--- src/rtl/mem_arbiter_if.sv ---
// rtl/mem_arbiter_if.sv - two-requester / single-RAM-port signal bundle for mem_arbiter
interface mem_arbiter_if;
  // requester 0
  logic        m0_req;
  logic        m0_cs;
  logic        m0_we;
  logic [31:0] m0_addr;
  logic [31:0] m0_din;
  logic        m0_gnt;
  logic        m0_ack;
  logic        m0_done;
  logic [31:0] m0_dout;
  // requester 1
  logic        m1_req;
  logic        m1_cs;
  logic        m1_we;
  logic [31:0] m1_addr;
  logic [31:0] m1_din;
  logic        m1_gnt;
  logic        m1_ack;
  logic        m1_done;
  logic [31:0] m1_dout;
  // shared RAM port
  logic        ram_cs;
  logic        ram_we;
  logic [31:0] ram_addr;
  logic [31:0] ram_din;
  logic [31:0] ram_dout;
  logic        ram_ack;
  logic        ram_rst;

  // arbiter side
  modport slave (
    input  m0_req, m0_cs, m0_we, m0_addr, m0_din,
    input  m1_req, m1_cs, m1_we, m1_addr, m1_din,
    input  ram_dout, ram_ack,
    output m0_gnt, m0_ack, m0_done, m0_dout,
    output m1_gnt, m1_ack, m1_done, m1_dout,
    output ram_cs, ram_we, ram_addr, ram_din, ram_rst
  );

  // requesters and RAM side
  modport master (
    output m0_req, m0_cs, m0_we, m0_addr, m0_din,
    output m1_req, m1_cs, m1_we, m1_addr, m1_din,
    output ram_dout, ram_ack,
    input  m0_gnt, m0_ack, m0_done, m0_dout,
    input  m1_gnt, m1_ack, m1_done, m1_dout,
    input  ram_cs, ram_we, ram_addr, ram_din, ram_rst
  );
endinterface

--- src/rtl/mem_arbiter.sv ---
// rtl/mem_arbiter.sv - two-requester 4-word burst RAM arbiter; ARB_ROUND_ROBIN_EN selects round-robin tie-break (default: m0 priority)
module mem_arbiter (
  input  logic          clk,
  input  logic          rst,
  mem_arbiter_if.slave  bus_io
);

  typedef enum logic [1:0] {
    IDLE    = 2'd0,
    OWN0    = 2'd1,
    OWN1    = 2'd2,
    RELEASE = 2'd3
  } state_t;

  state_t     state_q, state_d;
  logic [1:0] cnt_q, cnt_d;
  logic       gnt0_q, gnt0_d;
  logic       gnt1_q, gnt1_d;
  logic       done0_q, done0_d;
  logic       done1_q, done1_d;
  logic       win1;

`ifdef ARB_ROUND_ROBIN_EN
  // last_q = 1 means m1 owned the most recent burst
  logic       last_q, last_d;

  // tie goes to whichever requester was not served last
  always_comb begin
    win1 = bus_io.m1_req & (~bus_io.m0_req | ~last_q);
  end
`else
  // fixed priority: m1 only wins when m0 is not asking
  always_comb begin
    win1 = bus_io.m1_req & ~bus_io.m0_req;
  end
`endif

  // state, counter, grant and done registers
  always_ff @(posedge clk) begin
    if (rst) begin
      state_q <= IDLE;
      cnt_q   <= 2'd0;
      gnt0_q  <= 1'b0;
      gnt1_q  <= 1'b0;
      done0_q <= 1'b0;
      done1_q <= 1'b0;
`ifdef ARB_ROUND_ROBIN_EN
      last_q  <= 1'b1;
`endif
    end else begin
      state_q <= state_d;
      cnt_q   <= cnt_d;
      gnt0_q  <= gnt0_d;
      gnt1_q  <= gnt1_d;
      done0_q <= done0_d;
      done1_q <= done1_d;
`ifdef ARB_ROUND_ROBIN_EN
      last_q  <= last_d;
`endif
    end
  end

  // next-state: arbitrate in IDLE, count acks while owned, one-cycle RELEASE
  always_comb begin
    state_d = state_q;
    cnt_d   = cnt_q;
    gnt0_d  = gnt0_q;
    gnt1_d  = gnt1_q;
    done0_d = 1'b0;
    done1_d = 1'b0;
`ifdef ARB_ROUND_ROBIN_EN
    last_d  = last_q;
`endif
    case (state_q)
      IDLE: begin
        if (bus_io.m0_req | bus_io.m1_req) begin
          cnt_d = 2'd0;
          if (win1) begin
            state_d = OWN1;
            gnt1_d  = 1'b1;
`ifdef ARB_ROUND_ROBIN_EN
            last_d  = 1'b1;
`endif
          end else begin
            state_d = OWN0;
            gnt0_d  = 1'b1;
`ifdef ARB_ROUND_ROBIN_EN
            last_d  = 1'b0;
`endif
          end
        end
      end
      OWN0: begin
        if (bus_io.ram_ack) begin
          cnt_d = cnt_q + 2'd1;
          if (cnt_q == 2'd3) begin
            state_d = RELEASE;
            gnt0_d  = 1'b0;
            done0_d = 1'b1;
          end
        end
      end
      OWN1: begin
        if (bus_io.ram_ack) begin
          cnt_d = cnt_q + 2'd1;
          if (cnt_q == 2'd3) begin
            state_d = RELEASE;
            gnt1_d  = 1'b0;
            done1_d = 1'b1;
          end
        end
      end
      RELEASE: begin
        state_d = IDLE;
      end
      default: begin
        state_d = IDLE;
      end
    endcase
  end

  // RAM request mux: owner's signals pass through, otherwise the port is quiet
  always_comb begin
    bus_io.ram_cs   = 1'b0;
    bus_io.ram_we   = 1'b0;
    bus_io.ram_addr = 32'd0;
    bus_io.ram_din  = 32'd0;
    case (state_q)
      OWN0: begin
        bus_io.ram_cs   = bus_io.m0_cs;
        bus_io.ram_we   = bus_io.m0_we;
        bus_io.ram_addr = bus_io.m0_addr;
        bus_io.ram_din  = bus_io.m0_din;
      end
      OWN1: begin
        bus_io.ram_cs   = bus_io.m1_cs;
        bus_io.ram_we   = bus_io.m1_we;
        bus_io.ram_addr = bus_io.m1_addr;
        bus_io.ram_din  = bus_io.m1_din;
      end
      default: begin
        bus_io.ram_cs   = 1'b0;
        bus_io.ram_we   = 1'b0;
        bus_io.ram_addr = 32'd0;
        bus_io.ram_din  = 32'd0;
      end
    endcase
  end

  assign bus_io.m0_gnt  = gnt0_q;
  assign bus_io.m1_gnt  = gnt1_q;
  assign bus_io.m0_done = done0_q;
  assign bus_io.m1_done = done1_q;
  assign bus_io.m0_ack  = bus_io.ram_ack & gnt0_q;
  assign bus_io.m1_ack  = bus_io.ram_ack & gnt1_q;
  assign bus_io.m0_dout = bus_io.ram_dout;
  assign bus_io.m1_dout = bus_io.ram_dout;
  assign bus_io.ram_rst = rst;

endmodule

--- src/flat_wrapper.sv ---
// flat-port wrapper written by rule: the top's interface ports become plain ports
module mem_arbiter_flat 
  (clk, rst, bus_io_m0_req, bus_io_m0_cs, bus_io_m0_we, bus_io_m0_addr, bus_io_m0_din, bus_io_m1_req, bus_io_m1_cs, bus_io_m1_we, bus_io_m1_addr, bus_io_m1_din, bus_io_ram_dout, bus_io_ram_ack, bus_io_m0_gnt, bus_io_m0_ack, bus_io_m0_done, bus_io_m0_dout, bus_io_m1_gnt, bus_io_m1_ack, bus_io_m1_done, bus_io_m1_dout, bus_io_ram_cs, bus_io_ram_we, bus_io_ram_addr, bus_io_ram_din, bus_io_ram_rst);
  mem_arbiter_if bus_io_i ();
  input  logic clk;
  input  logic rst;
  input wire logic [$bits(bus_io_i.m0_req)-1:0] bus_io_m0_req;
  input wire logic [$bits(bus_io_i.m0_cs)-1:0] bus_io_m0_cs;
  input wire logic [$bits(bus_io_i.m0_we)-1:0] bus_io_m0_we;
  input wire logic [$bits(bus_io_i.m0_addr)-1:0] bus_io_m0_addr;
  input wire logic [$bits(bus_io_i.m0_din)-1:0] bus_io_m0_din;
  input wire logic [$bits(bus_io_i.m1_req)-1:0] bus_io_m1_req;
  input wire logic [$bits(bus_io_i.m1_cs)-1:0] bus_io_m1_cs;
  input wire logic [$bits(bus_io_i.m1_we)-1:0] bus_io_m1_we;
  input wire logic [$bits(bus_io_i.m1_addr)-1:0] bus_io_m1_addr;
  input wire logic [$bits(bus_io_i.m1_din)-1:0] bus_io_m1_din;
  input wire logic [$bits(bus_io_i.ram_dout)-1:0] bus_io_ram_dout;
  input wire logic [$bits(bus_io_i.ram_ack)-1:0] bus_io_ram_ack;
  output wire logic [$bits(bus_io_i.m0_gnt)-1:0] bus_io_m0_gnt;
  output wire logic [$bits(bus_io_i.m0_ack)-1:0] bus_io_m0_ack;
  output wire logic [$bits(bus_io_i.m0_done)-1:0] bus_io_m0_done;
  output wire logic [$bits(bus_io_i.m0_dout)-1:0] bus_io_m0_dout;
  output wire logic [$bits(bus_io_i.m1_gnt)-1:0] bus_io_m1_gnt;
  output wire logic [$bits(bus_io_i.m1_ack)-1:0] bus_io_m1_ack;
  output wire logic [$bits(bus_io_i.m1_done)-1:0] bus_io_m1_done;
  output wire logic [$bits(bus_io_i.m1_dout)-1:0] bus_io_m1_dout;
  output wire logic [$bits(bus_io_i.ram_cs)-1:0] bus_io_ram_cs;
  output wire logic [$bits(bus_io_i.ram_we)-1:0] bus_io_ram_we;
  output wire logic [$bits(bus_io_i.ram_addr)-1:0] bus_io_ram_addr;
  output wire logic [$bits(bus_io_i.ram_din)-1:0] bus_io_ram_din;
  output wire logic [$bits(bus_io_i.ram_rst)-1:0] bus_io_ram_rst;
  assign bus_io_i.m0_req = bus_io_m0_req;
  assign bus_io_i.m0_cs = bus_io_m0_cs;
  assign bus_io_i.m0_we = bus_io_m0_we;
  assign bus_io_i.m0_addr = bus_io_m0_addr;
  assign bus_io_i.m0_din = bus_io_m0_din;
  assign bus_io_i.m1_req = bus_io_m1_req;
  assign bus_io_i.m1_cs = bus_io_m1_cs;
  assign bus_io_i.m1_we = bus_io_m1_we;
  assign bus_io_i.m1_addr = bus_io_m1_addr;
  assign bus_io_i.m1_din = bus_io_m1_din;
  assign bus_io_i.ram_dout = bus_io_ram_dout;
  assign bus_io_i.ram_ack = bus_io_ram_ack;
  assign bus_io_m0_gnt = bus_io_i.m0_gnt;
  assign bus_io_m0_ack = bus_io_i.m0_ack;
  assign bus_io_m0_done = bus_io_i.m0_done;
  assign bus_io_m0_dout = bus_io_i.m0_dout;
  assign bus_io_m1_gnt = bus_io_i.m1_gnt;
  assign bus_io_m1_ack = bus_io_i.m1_ack;
  assign bus_io_m1_done = bus_io_i.m1_done;
  assign bus_io_m1_dout = bus_io_i.m1_dout;
  assign bus_io_ram_cs = bus_io_i.ram_cs;
  assign bus_io_ram_we = bus_io_i.ram_we;
  assign bus_io_ram_addr = bus_io_i.ram_addr;
  assign bus_io_ram_din = bus_io_i.ram_din;
  assign bus_io_ram_rst = bus_io_i.ram_rst;
  mem_arbiter u_core (.clk(clk), .rst(rst), .bus_io(bus_io_i));
endmodule
--- config.mk ---
export PLATFORM = sky130hd
export DESIGN_NAME = mem_arbiter_flat
export DESIGN_NICKNAME = d
export VERILOG_FILES = /design/src/rtl/mem_arbiter_if.sv /design/src/rtl/mem_arbiter.sv /design/src/flat_wrapper.sv
export SDC_FILE = /design/constraint.sdc
export NUM_CORES = 1
export LEC_CHECK = 0
export CAP_MARGIN = 10
export CORE_AREA = 2 2 120 122
export DETAILED_ROUTE_END_ITERATION = 16
export DIE_AREA = 0 0 122 124
export GPL_ROUTABILITY_DRIVEN = 1
export PLACE_DENSITY_LB_ADDON = 0.3
export SETUP_SLACK_MARGIN = 0.2
export SYNTH_ARGS = -nofsm -noshare
export SYNTH_HDL_FRONTEND = slang
export SYNTH_SLANG_ARGS = --single-unit
--- constraint.sdc ---
create_clock -name clk -period 5.69 [get_ports clk]
set_input_delay 1.707 -clock clk [delete_from_list [all_inputs] [get_ports clk]]
set_output_delay 1.707 -clock clk [all_outputs]
set_load 0.01 [all_outputs]
---- Yosys cells after proc, flatten, opt, wreduce, memory -nomap -nowiden ----
Index checks and enable logic that the tools add are counted.
word-level totals
  register bits ........................... 8
  bits in latches ......................... 0
  bits in writable memories ............... 0
  memory bits (read-only) ................. 0
  bits of input ports ..................... 169
  output and inout bits ................... 137
  logic and storage cells ................. 60
  memories kept ........................... 0
cells by class
  $add $sub $neg .......................... 1
  $mul .................................... 0
  div/mod/pow operators ................... 0
  magnitude comparators ................... 0
  eq/ne operators ......................... 13
  shifts and indexed selects .............. 0
  multiplexer cells ....................... 22
  bitwise logic cells ..................... 7
  reduce and logical (&&, ||, !) cells .... 11
operator list
  kind                 count
  $pmux 32 s2          2
  $mux 2               6
  $ne 2x1->1 const B   6
  $reduce_and 5->1     2
  $mux 1               8
  $pmux 1 s2           4
  $eq 2x2->1 const B   3
  $ne 2x2->1 const B   3
  $pmux 2 s3           1
  $reduce_and 3->1     2
  $reduce_bool 2->1    3
  $reduce_or 2->1      3
  $pmux 2 s2           1
  $and 1x1->1          3
  $not 1->1            3
  $add 2x1->2 const B  1
  $eq 2x1->1 const B   1
  $logic_not 2->1      1
  $or 1x1->1           1

---- Longest topological paths before layout ----
Gate-level depths: netlist of the first run.
  word-level depth ........................ 5
  gate-level depth with buffers ........... 8
  gate-level depth less buffers ........... 5

---- Least setup slack after synthesis of the first run ----
Ideal clock, no wire load.
  path type ............................... input port to output port
  from .................................... input port bus_io_m0_addr[10]
  to ...................................... output port bus_io_ram_addr[10]
  data arrival time ....................... 1,974 ps
  slack ................................... 2,009 ps
  stages on the path ...................... 2
  path buffers ............................ 0
  path through ............................ a22oi_1 > nor2b_1
between the ends
  longest elaborated chain between the ends .. 1
ends and longest elaborated chain
  item                RTL line            source
  start: declaration  flat_wrapper.sv:10  input wire logic [$bits(bus_io_i.m0_addr)-1:0] bus_io_m0_addr;
  $pmux 32 s2         mem_arbiter.sv:128  case (state_q)
  end: declaration    flat_wrapper.sv:29  output wire logic [$bits(bus_io_i.ram_addr)-1:0] bus_io_ram_addr;
Every way passes these cells.

---- Worst setup path after layout of the first run ----
  from .................................... input port bus_io_ram_ack
  to ...................................... output port bus_io_m1_ack
between the ends
  longest elaborated chain between the ends .. 1
ends and longest elaborated chain
  item                RTL line            source
  start: declaration  flat_wrapper.sv:18  input wire logic [$bits(bus_io_i.ram_ack)-1:0] bus_io_ram_ack;
  $and 1x1->1         mem_arbiter.sv:155  assign bus_io.m1_ack = bus_io.ram_ack & gnt1_q;
  end: declaration    flat_wrapper.sv:24  output wire logic [$bits(bus_io_i.m1_ack)-1:0] bus_io_m1_ack;
Every way passes these cells.

==> results.toml, run 1 <==
[status]
status = "finished, final reports clean"

[min_path]
min_path_cells = 2
hp-class = "flop to flop"
hp-start = "u_core.cnt_q[1]$_SDFFE_PP0P_"
holdPathEnd = "u_core.cnt_q[1]$_SDFFE_PP0P_"

[critical_path]
arrival_ns = 3.02
ff2ff_path_depth = 5
r2r_end = "u_core.state_q[0]$_SDFFE_PP0P_"
r2r-start = "u_core.state_q[1]$_SDFFE_PP0P_"
crit_path_start_kind = "input port"
crit_start = "bus_io_ram_ack"
cp-end-kind = "primary output"
cp_max_fo = 8
required_ns = 3.98
r2r_slack_ns = 3.47
timing_worst_setup_path_type = "input port to primary output"

[finish]
final_util_pct = 27.6
fillers = 1477
final_common_cell = "clkdlybuf4s50_1"
drive_gt1_share_pct = 3.02
layout.nets = 573
stdcell_count = 577
area_delta_synth_final_pct = 90.7
antenna_cells = 0
most-common-layout-cells = "clkdlybuf4s50_1 (209), nor2b_1 (69), a22oi_1 (66)"

[sta]
drv_slew = 0
maxClockFrequency_mhz = 211
period_needed_ns = 4.73
rsz0062_at_grt = "false"
period_share_pct = 83.1
skew_ns = 0.000137
hold_viol = 0
slew_headroom_pct = 31.7
fin_setup_tns_ns = 0
tightest_slew_ns = 1.02
setup_ws_ns = 0.960
setup_viol = 0

[grt]
grt_usage_pct = 9.99
met2_usage_pct = 19.8
grt_overflow_total = 0
grt_use_met1_pct = 9.87
top_usage_layer = "met2"
use_met3_pct = 3.11
grt_antenna_before_repair = 0
grt_pass1_wl_um = 11900
grt_max_degree = 73
grt_pass1_vias = 2377

[power_and_ir_drop]
powerDensity_mw_per_mm2 = 274
ir_worst_vdd_uv = 153
cellLeakagePower_nw = 1.18

[placement]
hpwl_um = 6880
gp_congestion = 0.775
pre_cts_ws_ns = 0.964
port_buffers = 209
place_inst = 574

[synth]
synth_area_per_cell_um2 = 7.28
synth_flop_cell = "dfxtp_1"
syn-instance-count = 273
yosys_warnings = 0
synth_edf_count = 0
synth-async-reset-ratio_pct = 0
syn-cell-area_mm2 = 0.00199
syn-num-nets = 447
ys_seq_area_share_pct = 8.06
synth_seq_cells = 8
synth_cell_types = 31

[die]
chipHeight_um = 124
die_area_mm2 = 0.0151
core-area_mm2 = 0.0137
start_util_pct = 14.5
die-width_um = 122
pin_count = 306
num_rows = 43

[clocking]
root_buffer = "clkbuf_16"
cts_setup_buffers = 0
cts_tree = "done"
clk_latency_ns = 0.23
clk_transition_reported_paths_ns = 0.04
htreeDepth = 1
hold_buffers = 0
cts.path.max_buffers = 2
clkSinkCount = 8
cts_buffers = 3
cts_resized = 0

[drt]
drt-vias-per-instance = 4.10
vias = 2364
wire_per_inst_um = 14.9
dr.pass1.iters = 4
drt.antenna.violating_nets = 0
drt_iter0_markers = 87
post-route-drc-count = 0
totalWireLength_um = 8600

[run]
drv_cap = 0
report_power, final:
group / internal (mW) / switching [mW] / total [mW]
clock: 0.0904 / 0.0258 / 0.116
sequential: 0.0683 / 0.00950 / 0.0778
combinational: 0.470 / 0.376 / 0.845
sequential cells by signal, summed over array words and instances (netlist names):
name	flops
u_core.cnt_q	2
u_core.state_q	2
u_core.bus_io.m0_done	1
u_core.bus_io.m1_gnt	1
u_core.bus_io.m0_gnt	1
u_core.bus_io.m1_done	1
critical path: stages:
cell	delay, ns
clkdlybuf4s50_1	0.61
and2_1	0.17
clkdlybuf4s50_1	0.53
worst max path at each step:
stage	cells after the start	slack (ns)	end
after floorplan	2	2.01	bus_io_ram_addr[10]
after global placement	4	0.96	bus_io_ram_din[8]
after detailed placement	2	0.96	bus_io_ram_rst
after CTS	2	0.95	bus_io_ram_rst
after global routing	2	0.88	bus_io_ram_rst
final	3	0.96	bus_io_m1_ack
cell usage after synthesis (2+ instances only):
cell type	instances	area (µm²)
nor2b_1	69	432
buf_4	68	510
a22oi_1	66	495
buf_2	13	65.1
clkbuf_1	9	33.8
dfxtp_1	8	160
ha_1	5	62.6
nor2_1	4	15.0
o21ai_0	4	20.0
a21oi_1	3	15.0
and2_1	2	12.5
inv_1	2	7.51
nor3b_1	2	15.0
final cells by class:
type,count,area [µm²],share of cell area (%)
Multi-Input combinational cell,171,1200,31.7
Clock buffer,3,75.1,1.98
Tap cell,180,225,5.94
Inverter,3,11.3,0.297
Sequential cell,8,160,4.23
Timing Repair Buffer,212,2110,55.8
cell families after synthesis:
family          synth area share [%]
compound gates                  29.2
fa+ha+maj                       3.15
buf+inv                         31.8
flops                           8.06
mux                             1.07
simple gates                    26.7
metrics by stage:
step,hold slack [ns],total power [mW],area [µm²]
global placement,0.472,0.929,3710
CTS,0.483,1.06,3790
finish,0.474,1.04,3790
global route,0.516,1.12,3790
detailed placement,0.477,0.934,3710
floorplan,0.453,0.620,1990
metal layers:
| layer | up-vias | wire length (µm) | part of all wire, % |
|---|---|---|---|
| li1 | 1143 | - | - |
| met1 | 1075 | 2960 | 34 |
| met2 | 126 | 4530 | 53 |
| met3 | 20 | 924 | 11 |
| met4 | 0 | 177 | 2.1 |
| met5 | - | 0 | 0 |
No activity file was read; power rests on OpenSTA's default activity.
==> inputs of run 2 (changes only) <==
- clock period: 5.69 -> 3.86 ns (I/O delays scaled with it)
==> results.toml, run 2 (same netlist as run 1, synthesis figures left out) <==
[power_and_ir_drop]
cellLeakagePower_nw = 1.22
ir_worst_vdd_uv = 240
total_power_mw = 1.56
powerDensity_mw_per_mm2 = 407

[drt]
totalWireLength_um = 8710
drt_iter0_markers = 89
post-route-drc-count = 0
dr.pass1.iters = 4
drt-vias-per-instance = 4.14
wire_per_inst_um = 15.0
drt.antenna.violating_nets = 0
vias = 2404

[finish]
layout.nets = 576
most-common-layout-cells = "clkdlybuf4s50_1 (207), nor2b_1 (69), a22oi_1 (66)"
final_area_mm2 = 0.00384
reg.largest.list = "u_core.cnt_q (2), u_core.state_q (2)"
antenna_cells = 0
area_delta_synth_final_pct = 93.1
final_util_pct = 28.0
final_common_cell = "clkdlybuf4s50_1"
fillers = 1480
drive_gt1_share_pct = 3.75

[critical_path]
crit_path_start_kind = "input port"
crit_start = "bus_io_m0_addr[11]"
r2r-start = "u_core.state_q[0]$_SDFFE_PP0P_"
cp-end-kind = "primary output"
cp_max_fo = 1
timing_worst_setup_path_type = "input port to primary output"
arrival_ns = 2.41
required_ns = 2.70

[sta]
setup_viol = 0
maxClockFrequency_mhz = 280
slew_headroom_pct = 71.1
hold_viol = 0
period_share_pct = 92.6
rsz0062_at_grt = "false"
skew_ns = 0.00190
fin_setup_tns_ns = 0
drv_slew = 0
period_needed_ns = 3.57
tightest_slew_ns = 0.434

[clocking]
htreeDepth = 1
root_buffer = "clkbuf_16"
clkSinkCount = 8
clk_transition_reported_paths_ns = 0.04
cts.path.max_buffers = 2
cts_buffers = 3
clk_latency_ns = 0.23
cts_tree = "done"
cts_setup_buffers = 0

[grt]
grt_overflow_total = 0
grt_usage_pct = 10.1
grt_pass1_wl_um = 12100
grt_antenna_before_repair = 0
grt_max_degree = 73
grt_pass1_vias = 2376

[min_path]
hp-start = "u_core.cnt_q[1]$_SDFFE_PP0P_"
hp-class = "flop to flop"

[placement]
placed_cell_area_mm2 = 0.00376
gp_congestion = 0.753
hpwl_um = 6910
port_buffers = 209

[die]
pin_count = 306
die_area_mm2 = 0.0151
num_rows = 43
die-width_um = 122
core-area_mm2 = 0.0137
chipHeight_um = 124
start_util_pct = 14.5

[status]
status = "finished, final reports clean"

[run]
drv_cap = 0
run 2: cell types whose count changed in the layout (fill, tap and decap cells not counted):
cell             before  now
buf_12                0    2
buf_4                 3    4
clkdlybuf4s50_1     209  207
dlygate4sd2_1         0    1
dlymetal6s2s_1        0    1
run 2: through the flow:
stage | worst slack (ns) | hold slack (ns) | cells
after floorplan | 1.28 | 0.453 | 273
after global placement | 0.191 | 0.464 | 577
after detailed placement | 0.189 | 0.489 | 577
after CTS | 0.253 | 0.494 | 580
after global routing | 0.201 | 0.524 | 580
final | 0.287 | 0.490 | 580
run 2: area by class of cell:
type                    count  area [µm²]  area share (%)
flip-flops and latches      8         160            4.17
clock buffers               3        75.1            1.96
multi-input cells         171        1200            31.3
well taps                 180         225            5.87
inverters                   3        11.3           0.293
repair buffers            215        2160            56.4
run 2: timing repair:
item | 4_1_cts | 5_1_grt
endpoints found under the setup margin | 1 | 1
resized for setup | 1 | 1
hold buffers | 0 | 0
gates cloned | 0 | 0
run 2: routing by layer:
layer	up-vias	GRT usage, %	share of wire (%)
met5	-	0	0
li1	1146	-	-
met3	24	3.30	11
met1	1101	9.90	34
met4	0	3.30	2.4
met2	133	19.8	52
run 2: final timing paths:
path	to	cells past startpoint	slack [ns]
worst max-delay path	bus_io_ram_addr[11]	4	0.29
worst min-delay path	u_core.cnt_q[1]$_SDFFE_PP0P_	2	0.49
worst max register to register	u_core.state_q[1]$_SDFFE_PP0P_	6	2.14
worst min register to register	u_core.cnt_q[1]$_SDFFE_PP0P_	2	0.49
run 2: worst max-delay path, cell delays in order:
cell and delay [ns]:
clkdlybuf4s50_1 0.49, a22oi_1 0.09, nor2b_1 0.13, clkdlybuf4s50_1 0.54
run 2: where the power goes:
| group | switching [mW] | internal, mW | total [mW] |
|---|---|---|---|
| logic | 0.563 | 0.711 | 1.27 |
| registers | 0.0126 | 0.101 | 0.113 |
| clock network | 0.0406 | 0.134 | 0.174 |
| total | 0.616 | 0.945 | 1.56 |
==> inputs of run 3 (changes only) <==
- CORE_AREA: 2 2 120 122 -> 2 2 118 120
- DIE_AREA: 0 0 122 124 -> 0 0 120 122
- clock period: 3.86 -> 3.3 ns (I/O delays scaled with it)
==> results.toml, run 3 (same netlist as run 1, synthesis figures left out) <==
[finish]
final_common_cell = "clkdlybuf4s50_1"
final_util_pct = 28.1
antenna_cells = 0
drive_gt1_share_pct = 4.73
area_delta_synth_final_pct = 91.1
fillers = 1473
layout.nets = 578
most-common-layout-cells = "clkdlybuf4s50_1 (141), nor2b_1 (67), dlygate4sd2_1 (67)"
reg.largest.list = "u_core.cnt_q (2), u_core.state_q (2)"

[sta]
period_needed_ns = 2.99
hold_viol = 0
tightest_slew_ns = 0.417
setup_ws_ns = 0.312
maxClockFrequency_mhz = 335
skew_ns = 0.00451
slew_headroom_pct = 71.5
period_share_pct = 90.5
rsz0062_at_grt = "false"
drv_slew = 0
fin_setup_tns_ns = 0
setup_viol = 0

[critical_path]
crit_start = "rst"
critical_path.max_stage_delay_ns = 0.53
crit_path_start_kind = "input port"
worst_path_most_repeated_cell = "clkdlybuf4s50_1"
arrival_ns = 2.00
required_ns = 2.31
slowest_stage = "clkdlybuf4s50_1"
crit_buf_inv = 2
cp_max_fo = 2
r2r-start = "u_core.state_q[0]$_SDFFE_PP0P_"
cp-end-kind = "primary output"
crit_chain = "clkdlybuf4s50_1 > clkdlybuf4s50_1"
timing_worst_setup_path_type = "input port to primary output"
crit_family = "buffers and inverters"

[placement]
gp_congestion = 0.812
pre_cts_ws_ns = -0.0561
port_buffers = 209
hpwl_um = 7380

[power_and_ir_drop]
sw_frac_of_total_pct = 41.5
power_frac_comb_pct = 81.1
ir_worst_vdd_uv = 280
powerDensity_mw_per_mm2 = 468
cellLeakagePower_nw = 1.54
p_int_mw = 1.04
share_clk_of_total_power_pct = 11.4
switchingPower_uw = 737
seqPwrFrac_pct = 7.5

[clocking]
clkSinkCount = 8
cts_setup_buffers = 0
clk_latency_ns = 0.23
cts_tree = "done"
cts_buffers = 3
clk_transition_reported_paths_ns = 0.03
root_buffer = "clkbuf_16"
hold_buffers = 0
cts.path.max_buffers = 2
htreeDepth = 1

[drt]
drt.antenna.violating_nets = 0
wire_per_inst_um = 15.6
dr.pass1.iters = 4
totalWireLength_um = 9070
post-route-drc-count = 0
drt-vias-per-instance = 4.15
vias = 2416
drt_iter0_markers = 64

[die]
pin_count = 306
die_area_mm2 = 0.0146
chipHeight_um = 122
num_rows = 43
core-area_mm2 = 0.0135
start_util_pct = 14.7
die-width_um = 120

[status]
status = "finished, final reports clean"

[min_path]
hp-start = "u_core.cnt_q[1]$_SDFFE_PP0P_"
hp-class = "flop to flop"

[run]
drv_cap = 0

[grt]
grt_usage_pct = 11.0
grt_antenna_before_repair = 0
grt_pass1_vias = 2418
grt_overflow_total = 0
grt_max_degree = 39
grt_pass1_wl_um = 12900
[run 3: path summary, 6_finish.rpt]
path                                     to  slack [ns]  depth (start not counted)
max                          bus_io_ram_rst        0.31                          2
min            u_core.cnt_q[1]$_SDFFE_PP0P_        0.50                          2
max reg2reg  u_core.state_q[1]$_SDFFE_PP0P_        1.48                          6
min reg2reg    u_core.cnt_q[1]$_SDFFE_PP0P_        0.50                          2
[run 3: routing by layer]
| metal | share of wire, % | global-route usage [%] |
|---|---|---|
| met5 | 0 | 0 |
| met4 | 1.0 | 2.28 |
| met3 | 9.9 | 3.18 |
| met2 | 54 | 22.0 |
| met1 | 35 | 11.2 |
[run 3: cell type report]
type,instances,area [µm²],area share [%]
inverters,3,11.3,0.297
well taps,180,225,5.93
repair buffers,217,2110,55.5
flip-flops and latches,8,160,4.22
multi-input cells,171,1220,32.1
clock buffers,3,75.1,1.98
[run 3: timing repair]
item	in CTS	in global routing
resized for setup	69	2
gates cloned	0	0
endpoints found under the setup margin	68	2
[run 3: metrics by stage]
stage | cell area (µm²) | instances | power (mW) | hold WS [ns]
final | 3800 | 582 | 1.78 | 0.495
after global routing | 3800 | 582 | 1.93 | 0.534
after CTS | 3790 | 582 | 1.82 | 0.498
after detailed placement | 3790 | 579 | 1.70 | 0.495
after global placement | 3790 | 579 | 1.67 | 0.468
after floorplan | 1990 | 273 | 1.07 | 0.453
[run 3: power groups by stage]
| stage | sequential, mW | clock (mW) | combinational [mW] |
|---|---|---|---|
| final | 0.133 | 0.203 | 1.44 |
| after global routing | 0.137 | 0.216 | 1.58 |
| after CTS | 0.133 | 0.210 | 1.48 |
| after detailed placement | 0.135 | 0 | 1.57 |
| after global placement | 0.133 | 0 | 1.54 |
| after floorplan | 0.133 | 0 | 0.936 |
